### config.mk
export PLATFORM = sky130hd
export DESIGN_NAME = seq_div_u8by4
export DESIGN_NICKNAME = d
export VERILOG_FILES = /design/src/rtl/div_pkg.sv /design/src/rtl/div_restore_step.sv /design/src/rtl/seq_div_u8by4.sv
export SDC_FILE = /design/constraint.sdc
export NUM_CORES = 1
export LEC_CHECK = 0
export BUFFER_PORTS_ARGS = -buffer_cell sky130_fd_sc_hd__buf_2
export CORE_AREA = 3 3 76 56
export CTS_CLUSTER_DIAMETER = 60
export CTS_CLUSTER_SIZE = 40
export DETAILED_ROUTE_END_ITERATION = 8
export DIE_AREA = 0 0 79 59
export PLACE_DENSITY = 0.82
export SLEW_MARGIN = 15
export SYNTH_ARGS = -nofsm -noshare
export SYNTH_HDL_FRONTEND = slang
export SYNTH_SLANG_ARGS = --single-unit
### constraint.sdc
create_clock -name clk -period 2.3 [get_ports clk]
set_input_delay 0.46 -clock clk [delete_from_list [all_inputs] [get_ports clk]]
set_output_delay 0.46 -clock clk [all_outputs]
set_load 0.02 [all_outputs]
### src/rtl/div_pkg.sv
// Shared definitions for the sequential restoring divider.
// Holds the controller state encoding, default operand widths and the
// constants that describe the divide-by-zero result.
package div_pkg;

    // Default dividend/quotient and divisor/remainder widths.
    localparam int DEF_DW = 8;
    localparam int DEF_VW = 4;

    // Iteration counter width for the default dividend width.
    localparam int CW = $clog2(DEF_DW);

    // Quotient reported when the divisor is zero: all ones.
    localparam logic [DEF_DW-1:0] DBZ_QUOTIENT = {DEF_DW{1'b1}};

    // Controller states.
    typedef enum logic [1:0] {
        IDLE = 2'd0,
        BUSY = 2'd1,
        DONE = 2'd2
    } state_e;

endpackage : div_pkg

### src/rtl/div_restore_step.sv
// One combinational restoring-division step.
// Shifts the next dividend bit into the partial remainder, trial-subtracts
// the divisor and reports the resulting quotient bit.
module div_restore_step
    import div_pkg::*;
#(
    parameter int VW = DEF_VW
) (
    input  logic [VW:0]   prem_in,
    input  logic          next_bit,
    input  logic [VW-1:0] divisor,
    output logic [VW:0]   prem_out,
    output logic          q_bit
);

    localparam int PW = VW + 1;
    localparam int TW = VW + 2;

    logic [TW-1:0] trial;
    logic [TW-1:0] divisor_ext;

    // Between steps the partial remainder is below the divisor, so its MSB
    // is zero; the full register is still folded into the trial value so the
    // compare never silently drops a set bit.
    always_comb begin
        trial       = {prem_in, next_bit};
        divisor_ext = {2'b00, divisor};
        if (trial >= divisor_ext) begin
            prem_out = PW'(trial - divisor_ext);
            q_bit    = 1'b1;
        end else begin
            prem_out = PW'(trial);
            q_bit    = 1'b0;
        end
    end

endmodule : div_restore_step

### src/rtl/seq_div_u8by4.sv
// Sequential unsigned restoring divider, DW-bit dividend by VW-bit divisor.
// One quotient bit per clock with valid/ready handshakes on both sides.
// The dividend register doubles as the quotient shift register: each step
// consumes its MSB and shifts the fresh quotient bit into its LSB.
// A zero divisor skips the iteration and reports all-ones with the
// low dividend bits as remainder and div_by_zero set.
module seq_div_u8by4
    import div_pkg::*;
#(
    parameter int DW = DEF_DW,
    parameter int VW = DEF_VW
) (
    input  logic          clk,
    input  logic          rst,
    input  logic          in_valid,
    output logic          in_ready,
    input  logic [DW-1:0] dividend,
    input  logic [VW-1:0] divisor,
    output logic          out_valid,
    input  logic          out_ready,
    output logic [DW-1:0] quotient,
    output logic [VW-1:0] remainder,
    output logic          div_by_zero
);

    // The package counter width covers the default build; other widths size
    // their own counter.
    localparam int CNT_W = (DW == DEF_DW) ? CW : $clog2(DW);

    // All-ones quotient at whatever width the block is built with.
    localparam logic [DW-1:0] DBZ_Q = {DW{DBZ_QUOTIENT[0]}};

    localparam logic [CNT_W-1:0] LAST_COUNT = CNT_W'(DW - 1);

    state_e state_q;
    state_e state_d;

    logic [DW-1:0]    shift_q;
    logic [DW-1:0]    shift_d;
    logic [VW:0]      prem_q;
    logic [VW:0]      prem_d;
    logic [VW-1:0]    divisor_q;
    logic [VW-1:0]    divisor_d;
    logic [CNT_W-1:0] count_q;
    logic [CNT_W-1:0] count_d;
    logic [DW-1:0]    quotient_q;
    logic [DW-1:0]    quotient_d;
    logic [VW-1:0]    remainder_q;
    logic [VW-1:0]    remainder_d;
    logic             dbz_q;
    logic             dbz_d;

    logic             start_op;
    logic             divisor_zero;
    logic             last_step;
    logic [VW:0]      step_prem;
    logic             step_bit;
    logic [DW-1:0]    shift_next;

    assign start_op     = in_valid && (state_q == IDLE);
    assign divisor_zero = (divisor == '0);
    assign last_step    = (state_q == BUSY) && (count_q == '0);
    assign shift_next   = {shift_q[DW-2:0], step_bit};

    // The single step instance is reused on every BUSY cycle.
    div_restore_step #(
        .VW (VW)
    ) u_step (
        .prem_in  (prem_q),
        .next_bit (shift_q[DW-1]),
        .divisor  (divisor_q),
        .prem_out (step_prem),
        .q_bit    (step_bit)
    );

    // Controller state register; reset aborts any operation in flight.
    always_ff @(posedge clk or posedge rst) begin
        if (rst) begin
            state_q <= IDLE;
        end else begin
            state_q <= state_d;
        end
    end

    // Next-state logic: zero divisors bypass BUSY, results wait for out_ready.
    always_comb begin
        state_d = state_q;
        case (state_q)
            IDLE: begin
                if (start_op) begin
                    state_d = divisor_zero ? DONE : BUSY;
                end
            end
            BUSY: begin
                if (last_step) begin
                    state_d = DONE;
                end
            end
            DONE: begin
                if (out_ready) begin
                    state_d = IDLE;
                end
            end
            default: begin
                state_d = IDLE;
            end
        endcase
    end

    // Handshake outputs decode the registered state only.
    always_comb begin
        in_ready  = (state_q == IDLE);
        out_valid = (state_q == DONE);
    end

    // Datapath next values: load on accept, one restoring step per BUSY cycle,
    // publish the result registers only when the final step completes.
    always_comb begin
        shift_d     = shift_q;
        prem_d      = prem_q;
        divisor_d   = divisor_q;
        count_d     = count_q;
        quotient_d  = quotient_q;
        remainder_d = remainder_q;
        dbz_d       = dbz_q;
        case (state_q)
            IDLE: begin
                if (start_op) begin
                    dbz_d = divisor_zero;
                    if (divisor_zero) begin
                        quotient_d  = DBZ_Q;
                        remainder_d = dividend[VW-1:0];
                    end else begin
                        shift_d   = dividend;
                        divisor_d = divisor;
                        prem_d    = '0;
                        count_d   = LAST_COUNT;
                    end
                end
            end
            BUSY: begin
                shift_d = shift_next;
                prem_d  = step_prem;
                count_d = count_q - CNT_W'(1);
                if (last_step) begin
                    quotient_d  = shift_next;
                    remainder_d = step_prem[VW-1:0];
                end
            end
            default: begin
            end
        endcase
    end

    // Datapath and result registers.
    always_ff @(posedge clk or posedge rst) begin
        if (rst) begin
            shift_q     <= '0;
            prem_q      <= '0;
            divisor_q   <= '0;
            count_q     <= '0;
            quotient_q  <= '0;
            remainder_q <= '0;
            dbz_q       <= 1'b0;
        end else begin
            shift_q     <= shift_d;
            prem_q      <= prem_d;
            divisor_q   <= divisor_d;
            count_q     <= count_d;
            quotient_q  <= quotient_d;
            remainder_q <= remainder_d;
            dbz_q       <= dbz_d;
        end
    end

    assign quotient    = quotient_q;
    assign remainder   = remainder_q;
    assign div_by_zero = dbz_q;

endmodule : seq_div_u8by4

# [Word level (Yosys, flattened, before mapping)]
# Cells that the tools add are included.
[totals] ff_bits=35 latch_bits=0 mem_bits_rw=0 mem_bits_ro=0 output_inout_bits=15 memories=0
[op_classes] n_addsub=2 mul=0 n_div=0 n_lt_le_gt_ge=1 n_eq_ne=7 shifts=0 mux=24 bitwise_logic=1 n_reduce_logical=11
[op_table] operator="8-bit two-way mux" n=5
[op_table] operator="8-bit case mux with 2 select lines" n=2
[op_table] operator="5-bit two-way mux" n=3
[op_table] operator="4-bit two-way mux" n=3
[op_table] operator="5-bit case mux with 2 select lines" n=1
[op_table] operator="3-bit AND reduction" n=3
[op_table] operator="2-bit two-way mux" n=4
[op_table] operator="4-bit case mux with 2 select lines" n=1
[op_table] operator="6-bit by 4-bit greater-or-equal comparator with 1-bit output" n=1
[op_table] operator="3-bit two-way mux" n=2
[op_table] operator="2-bit by 1-bit != test with 1-bit output (second input constant)" n=3
[op_table] operator="2-bit case mux with 3 select lines" n=1
[op_table] operator="3-bit case mux with 2 select lines" n=1
[op_table] operator="5-bit by 4-bit subtractor with 5-bit output" n=1
[op_table] operator="4-bit zero test" n=1
[op_table] operator="2-bit != test (second input constant)" n=2
[op_table] operator="4-bit AND reduction" n=1
[op_table] operator="3-bit zero test" n=1
[op_table] operator="3-bit by 1-bit subtractor with 3-bit output (second input constant)" n=1
[op_table] operator="2-bit by 1-bit equality test with 1-bit output (second input constant)" n=1
[op_table] operator="2-bit equality test (second input constant)" n=1
[op_table] operator="1-bit logical AND" n=2
[op_table] operator="2-bit zero test" n=1
[op_table] operator="2-bit AND reduction" n=1
[op_table] operator="3 further kinds" n=3

# [Depth between registers and ports, before layout]
[logic_depth] ltp_word=4 mapped_depth=9 mapped_depth_nobuf=9

# [Cells and area by module]
# Synthesis repeated with hierarchy kept, for this count alone.
[unflattened] cells_unflattened=179 area_unflattened_um2=1804.2
[modules_own_cells] module="seq_div_u8by4" n_inst=1 cells_per_inst=150 area_each_um2=1570.3
[modules_own_cells] module="div_restore_step" n_inst=1 cells_per_inst=29 area_each_um2=234.0

# [Worst setup path before layout]
# No wires, ideal clock.
[synth_path] path_type="reg-to-reg" start="register shift_q[7]" end="register remainder_q[1], in the netlist remainder[1]" setup_time_ps=119 arrival_ps=2200 required_time_ps=2181 path_slack_ps=-19 path_stages_with_launch=10 path_buffers=0 period_less_slack_ps=2319 cell_sequence="dfrtp_1 -> inv_1 -> ha_1 -> inv_1 -> fa_1 -> a21o_1 -> a2111oi_4 -> mux2i_1 -> o211ai_1 -> o21a_1"
[synth_between] elab_chain_cells=4
[synth_rtl] element="start: declaration" line="seq_div_u8by4.sv:38" rtl="logic [DW-1:0] shift_q;"
[synth_rtl] element="start signal: assignment" line="seq_div_u8by4.sv:166" rtl="shift_q <= shift_d;"
[synth_rtl] element="5-bit by 4-bit subtractor with 5-bit output or 6-bit by 4-bit greater-or-equal comparator with 1-bit output (tied branches)" line="div_restore_step.sv:29, div_restore_step.sv:28"
[synth_rtl] element="5-bit two-way mux (*)" line="div_restore_step.sv:28" rtl="if (trial >= divisor_ext) begin"
[synth_rtl] element="4-bit two-way mux (*)" line="seq_div_u8by4.sv:145" rtl="if (last_step) begin"
[synth_rtl] element="4-bit case mux with 2 select lines (*)" line="seq_div_u8by4.sv:126" rtl="case (state_q)"
[synth_rtl] element="end signal: assignment" line="seq_div_u8by4.sv:171" rtl="remainder_q <= remainder_d;"
[synth_rtl] element="end: declaration" line="seq_div_u8by4.sv:48" rtl="logic [VW-1:0] remainder_q;"
# Every way passes the cells marked *; elsewhere a longest branch is shown, timed or not. The select of a mux whose other input is x is not followed.
# A chain may end at the register's enable or synchronous reset.

# [Worst setup path in the final report]
[layout_path] start="register divisor_q[0]" end="register remainder_q[1], in the netlist remainder[1]"
[layout_between] elab_chain_cells=4
[layout_rtl] element="start: declaration" line="seq_div_u8by4.sv:42" rtl="logic [VW-1:0] divisor_q;"
[layout_rtl] element="start signal: assignment" line="seq_div_u8by4.sv:168" rtl="divisor_q <= divisor_d;"
[layout_rtl] element="5-bit by 4-bit subtractor with 5-bit output or 6-bit by 4-bit greater-or-equal comparator with 1-bit output (tied branches)" line="div_restore_step.sv:29, div_restore_step.sv:28"
[layout_rtl] element="5-bit two-way mux (*)" line="div_restore_step.sv:28"
[layout_rtl] element="4-bit two-way mux (*)" line="seq_div_u8by4.sv:145"
[layout_rtl] element="4-bit case mux with 2 select lines (*)" line="seq_div_u8by4.sv:126"
# Marked as above.

==> run_results.csv <==
group,metric,value,unit
pwr,p_leak,0.00105,uW
route,drcViolationCount,0,
finish,drive_above_1_share,33.5,%
synthesis,netlist_instances,179,
route,wl_per_cell,13.7,um
global_routing,track_usage,17.8,%
setup_path,crit_chain,"ha_4 -> inv_2 -> fa_2 -> a21o_1 -> a2111oi_4 -> buf_6 -> mux2i_4 -> o211ai_1 -> o21a_1",
clocking,cts_tree,"built",
route,via_count,1409,
setup_path,critPathMaxFanout,6,
global_routing,grt_pass1_vias,1302,
timing,fmax,450,MHz
pwr,p_int,2230,uW
pwr,switching_share,41.1,%
placement,numPortBuffers,30,
clocking,insertion_delay,0.29,ns
global_routing,grt_max_degree,36,
outcome,outcome,"finished, final reports clean",
timing,setup_viol,0,
synthesis,synth_top_family_by_area,"compound AO/OA/AOI/OAI gates",
synthesis,synth-seq-cells,35,
route,ant_nets,0,
setup_path,crit_arrival,2.41,ns
die,core,0.00356,sq mm
timing,slew_headroom,37.1,%
clocking,cts_buffers,5,
timing,maxSlewViolCount,0,
die,initial_core_util,49.1,%
synthesis,synth_warnings,0,
timing,setup_tns,0,ns
pwr,pwr-share-clk,15.3,%
synthesis,synth_compound_area_share,20.7,%
timing,post-route-min-period,2.22,ns
pwr,p_per_area,1720,mW/mm^2
clocking,htreeDepth,2,
synthesis,syn_nets,202,
setup_path,critPathTopFamily,"compound AO/OA/AOI/OAI gates",
pwr,p_seq_share,29.5,%
placement,gp_congestion,0.802,
finish,layout.nets,249,
finish,area_delta_synth_final,26.1,%
clocking,cts_sinks,35,
setup_path,endpoint_kind,"flip-flop",
synthesis,synth_top_area_share,50.1,%
global_routing,antenna_found_initial,0,
clocking,cts.reportedPaths.clkPinSlew,0.07,ns
synthesis,synthMuxAreaShare,1.72,%
synthesis,yosys.area_share.simple,15.7,%
synthesis,synth-xor-area-share,1.00,%
synthesis,synth_area_leaders,"dfrtp_1 (50%), nand2_1 (6.7%), nor2_1 (5.6%)",
placement,place_hpwl,2550,um
setup_path,required,2.49,ns
clocking,cts_hold_buf,0,
synthesis,ys_seq_area_share,50.1,%
route,first_pass_iters,4,
die,die_y,59,um
timing,fin_worst_skew,0.00814,ns
worst_hold_path,hold_path.class,"in -> async",
setup_path,r2r_start,"divisor_q[0]",
route,drt_iter0_drc,85,
clocking,clk_path_buf_depth,2,
placement,dp.cells,262,
finish,antennaDiodeCount,0,
setup_path,path_class,"reg -> reg",
synthesis,netlist_area,0.00175,sq mm
synthesis,synth_fa_ha_area_share,5.44,%
finish,nFillCells,330,
route,vias_per_cell,5.09,
setup_path,critPathMaxStageDelay,0.44,ns
timing,grt_setup_unrepaired,"true",
die,die_w,79,um
timing,hold_viol_final,0,
synthesis,synth_area_per_cell,9.76,sq um
pwr,combPwrFrac,55.2,%
die,die_area,0.00466,sq mm
global_routing,overflow,0,
pwr,switchingPower,1560,uW
setup_path,crit_start,"divisor_q[0]",
pwr,vdd_drop_max,0.000807,V
synthesis,synth_area_leader_cell,"dfrtp_1",
setup_path,cp_num_buf_inv,2,
timing,tightest_slew,0.940,ns
timing,period_share,96.6,%
finish,final_cells,277,
die,io_pins,31,
route,finalWirelength,3790,um
setup_path,critPathSlowestCell,"dfrtp_1",
die,placementRows,18,
synthesis,yosysUniqueCellTypes,34,
flow_run,maxCapViolCount,0,
setup_path,startpoint_type,"flip-flop",
global_routing,grt_pass1_wl,6230,um
clocking,root_buffer,"clkbuf_8",
==> worst register-to-register path, cell delays in order (launching register included) <==
cell and delay (ns):
dfrtp_1 0.44, ha_4 0.17, inv_2 0.03, fa_2 0.33
a21o_1 0.20, a2111oi_4 0.31, buf_6 0.18, mux2i_4 0.23
o211ai_1 0.10, o21a_1 0.13
==> power groups by stage <==
stage               Sequential (uW)  Combinational (uW)  Clock (uW)
CTS                            1110                1980         589
global route                   1150                2300         622
global placement               1110                1780           0
finish                         1120                2090         578
detailed placement             1120                1800           0
floorplan                      1180                1260           0
==> state kept, by name, summed over array words and instances, names as in the netlist <==
register / cells
divisor_q: 4
quotient: 8
state_q: 2
count_q: 3
prem_q: 5
remainder: 4
div_by_zero: 1
shift_q: 8
==> cell type report <==
cell class              count  area, sq um  area share (%)
clock buffers               6         82.6            3.75
clock inverters             2         35.0            1.59
inverters                  12         45.0            2.05
multi-input cells         124          812            36.9
flip-flops and latches     35          876            39.8
well taps                  50         62.6            2.84
repair buffers             48          289            13.1
==> timing repair <==
action                     4_1_cts  5_1_grt
setup endpoints to repair        1        7
gates resized for setup          6        3
pin swaps                        2        4
buffers inserted                 4        3
==> per-stage QoR <==
step	util, %	power, uW	setup WS (ns)	hold WS [ns]	area [sq um]
floorplan	-	2440	0.0343	0.461	1750
global placement	56.0	2890	-0.0324	0.463	1990
detailed placement	56.0	2920	-0.0427	0.486	1990
CTS	60.8	3680	0.00750	0.277	2160
global route	61.9	4070	-0.0728	0.304	2200
finish	61.9	3790	0.0788	0.258	2200
==> worst paths after layout <==
path | end | slack, ns | depth (start not counted)
max in group asynchronous | count_q[1] | 1.72 | 3
max reg2reg | remainder[1] | 0.08 | 9
min reg2reg | count_q[0] | 0.49 | 1
min in group clk | divisor_q[0] | 0.41 | 2
max | remainder[1] | 0.08 | 9
min | shift_q[1] | 0.26 | 3
==> placed cells by master, fill, tap and decap left out, drive strengths merged, types with 3 or more instances in the layout <==
| cell type | n |
|---|---|
| inv | 12 |
| nand2 | 31 |
| nor2 | 26 |
| a31oi | 10 |
| a21oi | 11 |
| mux2i | 3 |
| clkbuf | 6 |
| ha | 6 |
| o21ai | 8 |
| buf | 48 |
| dfrtp | 35 |
| a22o | 5 |
==> cells in the mapped netlist <==
master and n:
ha_1 6, nand2_1 31, or3b_4 1, xor2_1 1
a22o_1 4, a2111oi_4 1, a21o_1 1, xnor2_1 1
mux2i_1 3, dfrtp_1 35, a21o_2 1, a22o_2 1
clkbuf_8 1, o211ai_1 2, a21oi_4 1, or4_4 1
nor2b_1 2, and2_1 1, nor2_1 26, a41o_1 1
o21ai_0 8, or2_2 1, inv_1 12, buf_6 1
a22oi_1 2, a31oi_1 10, fa_1 1, o21a_1 2
clkbuf_1 6, a21oi_1 3, o211a_1 1, nand2b_1 2
o22ai_1 2, a21oi_2 7
==> logic make-up after synthesis <==
group / count (synthesis)
XOR/XNOR: 2
buffers and inverters: 20
adder cells (fa/ha/maj): 7
multiplexers: 3
AND/OR/NAND/NOR: 65
flip-flops: 35
AO/OA/AOI/OAI: 47
==> routing by layer <==
metal,routed length [um],global-route usage (%),vias to the layer above
met5,0,0,-
met4,38,5.15,0
met3,236,5.93,5
met2,1630,25.7,42
met1,1880,25.5,662
li1,-,-,700
Note: power is estimated with default switching activity, not from simulation.
